File: src/rtl/hilo_mdu_ctrl_if.sv
// Execute-stage <-> MDU handshake: op request, cancel, stall/done and architectural HI/LO.
// The execute stage drives master; the MDU drives slave. Stall is the only backpressure.
interface hilo_mdu_ctrl_if;
  logic        op_valid;
  logic [2:0]  op;
  logic [31:0] src_a;
  logic [31:0] src_b;
  logic        cancel;
  logic        stall;
  logic        done;
  logic [31:0] mul_result;
  logic [31:0] hi;
  logic [31:0] lo;
  logic        busy;

  modport master (
    output op_valid, op, src_a, src_b, cancel,
    input  stall, done, mul_result, hi, lo, busy
  );

  modport slave (
    input  op_valid, op, src_a, src_b, cancel,
    output stall, done, mul_result, hi, lo, busy
  );
endinterface

File: src/rtl/hilo_mdu_ctrl.sv
// MDU sequencer and HI/LO owner: multiply done after MUL_CYCLES, 32-step restoring divide done at cycle 33.
// Holds execute via combinational stall until the FIN cycle; cancel aborts with no commit.
module hilo_mdu_ctrl #(
  parameter int MUL_CYCLES = 2
) (
  input logic            clk,
  input logic            reset,
  hilo_mdu_ctrl_if.slave mdu
);

  typedef enum logic [1:0] {IDLE, MUL, DIV, FIN} state_t;

  localparam logic [2:0] OP_MULT  = 3'b001;
  localparam logic [2:0] OP_MULTU = 3'b010;
  localparam logic [2:0] OP_DIV   = 3'b011;
  localparam logic [2:0] OP_DIVU  = 3'b100;
  localparam logic [2:0] OP_MTHI  = 3'b101;
  localparam logic [2:0] OP_MTLO  = 3'b110;
  localparam logic [2:0] OP_MUL   = 3'b111;

  state_t      state, state_n;
  logic [5:0]  cnt;
  logic [2:0]  op_r;
  logic [63:0] prod;
  logic [31:0] rem, quo, dvsr;
  logic [31:0] hi_r, lo_r;
  logic        q_neg, r_neg, dvz;

  logic        accept, is_mul, is_div, sdiv, smul;
  logic        stall, done;
  logic [63:0] ma, mb, prod_full;
  logic [31:0] abs_a, abs_b, quo_fix, rem_fix;
  logic [32:0] rem_sh, rem_sub;

  assign accept = (state == IDLE) && mdu.op_valid && !mdu.cancel;
  assign is_mul = (mdu.op == OP_MULT) || (mdu.op == OP_MULTU) || (mdu.op == OP_MUL);
  assign is_div = (mdu.op == OP_DIV) || (mdu.op == OP_DIVU);
  assign sdiv   = (mdu.op == OP_DIV);
  assign smul   = (mdu.op != OP_MULTU);

  // Low 64 bits of the product of 64-bit extended operands is exact for both signednesses.
  assign ma        = {{32{smul & mdu.src_a[31]}}, mdu.src_a};
  assign mb        = {{32{smul & mdu.src_b[31]}}, mdu.src_b};
  assign prod_full = ma * mb;

  assign abs_a = (sdiv && mdu.src_a[31]) ? -mdu.src_a : mdu.src_a;
  assign abs_b = (sdiv && mdu.src_b[31]) ? -mdu.src_b : mdu.src_b;

  assign rem_sh  = {rem, quo[31]};
  assign rem_sub = rem_sh - {1'b0, dvsr};

  // With a zero divisor the remainder ends as |a|, so the sign fix restores the raw dividend.
  assign quo_fix = q_neg ? -quo : quo;
  assign rem_fix = r_neg ? -rem : rem;

  always_ff @(posedge clk or posedge reset) begin
    if (reset) state <= IDLE;
    else       state <= state_n;
  end

  always_comb begin
    state_n = state;
    stall   = 1'b0;
    done    = 1'b0;
    case (state)
      IDLE: begin
        if (accept && is_mul) begin
          state_n = (MUL_CYCLES == 1) ? FIN : MUL;
          stall   = 1'b1;
        end else if (accept && is_div) begin
          state_n = DIV;
          stall   = 1'b1;
        end
      end
      MUL, DIV: begin
        stall = 1'b1;
        if (cnt <= 6'd1) state_n = FIN;
      end
      FIN: begin
        done    = !mdu.cancel;
        state_n = IDLE;
      end
      default: state_n = IDLE;
    endcase
    if (mdu.cancel) state_n = IDLE;
  end

  always_ff @(posedge clk or posedge reset) begin
    if (reset) begin
      cnt   <= '0;
      op_r  <= '0;
      prod  <= '0;
      rem   <= '0;
      quo   <= '0;
      dvsr  <= '0;
      q_neg <= 1'b0;
      r_neg <= 1'b0;
      dvz   <= 1'b0;
      hi_r  <= '0;
      lo_r  <= '0;
    end else begin
      case (state)
        IDLE: begin
          if (accept) begin
            op_r <= mdu.op;
            if (mdu.op == OP_MTHI) hi_r <= mdu.src_a;
            if (mdu.op == OP_MTLO) lo_r <= mdu.src_a;
            if (is_mul) begin
              prod <= prod_full;
              cnt  <= 6'(MUL_CYCLES - 1);
            end
            if (is_div) begin
              quo   <= abs_a;
              dvsr  <= abs_b;
              rem   <= '0;
              cnt   <= 6'd32;
              q_neg <= sdiv & (mdu.src_a[31] ^ mdu.src_b[31]);
              r_neg <= sdiv & mdu.src_a[31];
              dvz   <= (mdu.src_b == 32'd0);
            end
          end
        end
        MUL: cnt <= cnt - 6'd1;
        DIV: begin
          cnt <= cnt - 6'd1;
          rem <= rem_sub[32] ? rem_sh[31:0] : rem_sub[31:0];
          quo <= {quo[30:0], !rem_sub[32]};
        end
        FIN: begin
          if (!mdu.cancel && op_r != OP_MUL) begin
            if (op_r == OP_DIV || op_r == OP_DIVU) begin
              hi_r <= rem_fix;
              lo_r <= dvz ? 32'hFFFF_FFFF : quo_fix;
            end else begin
              hi_r <= prod[63:32];
              lo_r <= prod[31:0];
            end
          end
        end
        default: ;
      endcase
    end
  end

  assign mdu.stall      = stall;
  assign mdu.done       = done;
  assign mdu.mul_result = (done && op_r == OP_MUL) ? prod[31:0] : 32'd0;
  assign mdu.hi         = hi_r;
  assign mdu.lo         = lo_r;
  assign mdu.busy       = (state != IDLE);

endmodule

File: src/flat_wrapper.sv
// flat-port wrapper written by rule: the top's interface ports become plain ports
module hilo_mdu_ctrl_flat 
#(
  parameter int MUL_CYCLES = 2
)
  (clk, reset, mdu_op_valid, mdu_op, mdu_src_a, mdu_src_b, mdu_cancel, mdu_stall, mdu_done, mdu_mul_result, mdu_hi, mdu_lo, mdu_busy);
  hilo_mdu_ctrl_if mdu_i ();
  input logic clk;
  input logic reset;
  input wire logic [$bits(mdu_i.op_valid)-1:0] mdu_op_valid;
  input wire logic [$bits(mdu_i.op)-1:0] mdu_op;
  input wire logic [$bits(mdu_i.src_a)-1:0] mdu_src_a;
  input wire logic [$bits(mdu_i.src_b)-1:0] mdu_src_b;
  input wire logic [$bits(mdu_i.cancel)-1:0] mdu_cancel;
  output wire logic [$bits(mdu_i.stall)-1:0] mdu_stall;
  output wire logic [$bits(mdu_i.done)-1:0] mdu_done;
  output wire logic [$bits(mdu_i.mul_result)-1:0] mdu_mul_result;
  output wire logic [$bits(mdu_i.hi)-1:0] mdu_hi;
  output wire logic [$bits(mdu_i.lo)-1:0] mdu_lo;
  output wire logic [$bits(mdu_i.busy)-1:0] mdu_busy;
  assign mdu_i.op_valid = mdu_op_valid;
  assign mdu_i.op = mdu_op;
  assign mdu_i.src_a = mdu_src_a;
  assign mdu_i.src_b = mdu_src_b;
  assign mdu_i.cancel = mdu_cancel;
  assign mdu_stall = mdu_i.stall;
  assign mdu_done = mdu_i.done;
  assign mdu_mul_result = mdu_i.mul_result;
  assign mdu_hi = mdu_i.hi;
  assign mdu_lo = mdu_i.lo;
  assign mdu_busy = mdu_i.busy;
  hilo_mdu_ctrl #(.MUL_CYCLES(MUL_CYCLES)) u_core (.clk(clk), .reset(reset), .mdu(mdu_i));
endmodule
File: config.mk
export PLATFORM = sky130hd
export DESIGN_NAME = hilo_mdu_ctrl_flat
export DESIGN_NICKNAME = d
export VERILOG_FILES = /design/src/rtl/hilo_mdu_ctrl_if.sv /design/src/rtl/hilo_mdu_ctrl.sv /design/src/flat_wrapper.sv
export SDC_FILE = /design/constraint.sdc
export NUM_CORES = 2
export LEC_CHECK = 0
export BUFFER_PORTS_ARGS = -buffer_cell sky130_fd_sc_hd__buf_2
export CAP_MARGIN = 40
export CORE_AREA = 3 3 301 303
export DETAILED_ROUTE_END_ITERATION = 8
export DIE_AREA = 0 0 304 306
export PLACE_DENSITY = 0.75
export SYNTH_ARGS = -nofsm -noshare
export SYNTH_HDL_FRONTEND = slang
export SYNTH_SLANG_ARGS = --single-unit
File: constraint.sdc
create_clock -name clk -period 10 [get_ports clk]
set_input_delay 2 -clock clk [delete_from_list [all_inputs] [get_ports clk]]
set_output_delay 2 -clock clk [all_outputs]
set_load 0.05 [all_outputs]
==> impl_metrics.yaml <==
synth:
  syn_area_mm2: 0.0528
  synth_compound_area_frac: 0.0861
  muxShareOfSynthArea: 0.00561
  syn-instance-count: 6099
  synth-simple-area-share: 0.160
  synth_top_family_by_area: "adder cells"
  yosysSeqAreaShare: 0.113
  synth.net_count: 7550
  yosysTopAreaCellShare: 0.427
  yosysWarnings: 0
  synth_xor_xnor_area_share: 0.0356
  synth.area.top_cells: "fa_1 (43%), dfrtp_1 (11%), inv_1 (8.6%)"
  yosysTopAreaCell: "fa_1"
  synth-seq-cells: 238
  synth_edf_count: 0
  synth_ff_type: "dfrtp_1"
  synth.distinct_cells: 74
  syn_area_per_cell_um2: 8.66
  synth_fa_ha_area_frac: 0.487
  synthArstFlopShare: 1.00
place:
  dp_hpwl_um: 132000
  pre_cts_slack_ns: -0.000866
  gp_congestion: 1.03
  port_buffers: 169
critical_path:
  timing.rr.start: "u_core.quo[31]"
  required_ns: 10.38
  reg2reg_slack_ns: 5.71
  startpoint_type: "primary input"
  r2r_cells: 14
  cp_max_fo: 17
  path_class: "in2reg"
  end_kind: "register"
  crit_arrival_ns: 10.04
  worstReg2RegEnd: "u_core.rem[17]"
finish:
  fin_util: 0.640
  nets: 7578
  area_growth_pct: 6.85
  num-fill-cells: 7250
  regArea_mm2: 0.00596
  multi_input_area_mm2: 0.0410
  drive_gt1_frac: 0.0744
clocking:
  cts-htree-levels: 1
  numClockSinks: 238
  post_cts_buffers: 0
  cts_resized: 0
  clkSlewWorstSetupHoldPaths_ns: 0.07
  cts_tree: "built"
  clk_latency_ns: 0.55
  ctsHoldBuffers: 0
  cts-root-buf: "clkbuf_16"
  cts_buffers: 24
  clk_path_buf_depth: 3
detailed_routing:
  drc: 0
  firstDrtPassIters: 7
  wl_um: 161000
  drtIter0Drc: 4280
  vias: 42700
  wl_per_cell_um: 21.9
  vias_per_cell: 5.83
  ant_nets: 0
floorplan:
  io_pins: 170
  core_area_mm2: 0.0882
  rows: 109
  die_height_um: 306
  die_w_um: 304
  floorplan.initialDensity: 0.599
  die_area_mm2: 0.0930
timing:
  setup_slack_ns: 0.347
  post-route-period-util: 0.965
  rsz0062_at_grt: "no"
  timing.slew.headroom: 0.354
  min_period_ns: 9.65
  drv_slew: 0
  setup_viol: 0
  final_hold_viol_count: 0
  worstMarginPinSlew_ns: 0.969
  skew_ns: 0.0179
  clock.fmax_mhz: 104
hold_path:
  min_from: "u_core.dvsr[18]"
  hold_depth: 2
  whs_endpoint: "u_core.dvsr[18]"
  min_path_type: "reg2reg"
global_route:
  grt.overflow.total: 0
  grt_pass1_wl_um: 253000
  grt_usage: 0.350
  grt_pass1_vias: 44600
  grt_max_degree: 143
  antenna_found_initial: 19
run_status:
  outcome: "complete, no violations"
run:
  max_cap_violations: 0
==> logic make-up after synthesis <==
kind of cell / count (synthesis)
flip-flops: 238
XOR/XNOR: 215
multiplexers: 29
AO/OA/AOI/OAI: 785
AND/OR/NAND/NOR: 1864
buffers and inverters: 1588
adder cells (fa/ha/maj): 1380
==> routing by layer <==
metal / track usage / up-vias / wire (µm)
li1: - / 18400 / -
met1: 0.475 / 21500 / 62200
met4: 0.167 / 14 / 9040
met2: 0.540 / 2328 / 71000
met3: 0.0793 / 445 / 18300
met5: 0 / - / 88
==> stage by stage <==
step	hold slack, ns	area [µm²]	cells	TNS (ns)
after floorplan	0.445	52800	6099	0
after global placement	0.462	55500	7259	-0.0378
after detailed placement	0.470	55600	7266	-0.000866
after CTS	0.486	56400	7310	0
after global routing	0.508	56400	7317	0
final	0.478	56400	7323	0
==> cells in the final DEF (no fill, tap or decap), types with 32 or more instances in the layout <==
cell,instances
a21o_1,34
a21oi_1,265
and2_1,322
buf_2,170
buf_4,190
dfrtp_1,238
fa_1,1126
ha_1,252
inv_1,1210
nand2_1,1041
nand3_1,32
nor2_1,238
nor2b_1,46
nor3_1,38
o21ai_0,293
o31ai_1,37
xnor2_1,102
xor2_1,113
==> worst max-delay path, stage by stage <==
cell       delay [ns]
buf_2            0.48
buf_4            0.27
buf_4            0.15
nand2_1          0.06
fa_1             0.52
inv_1            0.06
fa_1             0.47
fa_1             0.51
inv_1            0.05
fa_1             0.48
inv_1            0.04
ha_1             0.26
ha_1             0.29
fa_1             0.52
fa_1             0.43
ha_1             0.38
nand2_1          0.10
nor4_1           0.52
o211ai_1         0.32
a2111oi_2        0.58
o21ai_0          0.36
a31oi_1          0.35
nor3b_1          0.16
o31ai_1          0.26
buf_4            0.18
xnor2_1          0.12
o21ai_0          0.09
==> area by class of cell <==
| class | count | area share |
|---|---|---|
| antenna | 13 | 0.000576 |
| clock buffer | 30 | 0.0119 |
| clock inverter | 14 | 0.00304 |
| inverter | 1212 | 0.0807 |
| multi-input combinational | 4273 | 0.726 |
| sequential | 238 | 0.106 |
| tap | 1165 | 0.0258 |
| timing repair buffer | 378 | 0.0464 |
==> flip-flops by register name (all words and copies together), names as in the netlist, 2 cells and up <==
signal and flops:
u_core.prod 64, u_core.mdu.lo 32, u_core.quo 32, u_core.state 2, u_core.cnt 6, u_core.rem 32
u_core.op_r 3, u_core.dvsr 32, u_core.mdu.hi 32
==> cell usage after synthesis (18+ instances only) <==
master / n
nand2b_1: 24
fa_1: 1126
a21oi_1: 266
nand2_1: 1041
buf_1: 62
nor2b_1: 46
and2_1: 322
o211ai_1: 20
dfrtp_1: 238
clkbuf_1: 308
a21o_1: 34
and3_1: 29
xnor2_1: 102
o21ai_0: 294
xor2_1: 113
o31ai_1: 37
nor2_1: 239
mux2i_1: 24
ha_1: 254
or3_1: 18
a31oi_1: 21
inv_1: 1211
nor3_1: 38
o21bai_1: 18
nand3_1: 32
==> worst max path at each step <==
stage                       start               to
floorplan               mdu_op[1]  u_core.prod[60]
global route         mdu_src_a[7]  u_core.prod[60]
CTS                 mdu_src_b[11]  u_core.prod[58]
detailed placement  mdu_src_a[20]  u_core.prod[58]
global placement     mdu_src_b[8]  u_core.prod[60]
finish               mdu_src_b[8]  u_core.prod[58]
Power is not shown: default switching activity piles up to over one toggle a cycle in this logic, so the estimate is an artifact.
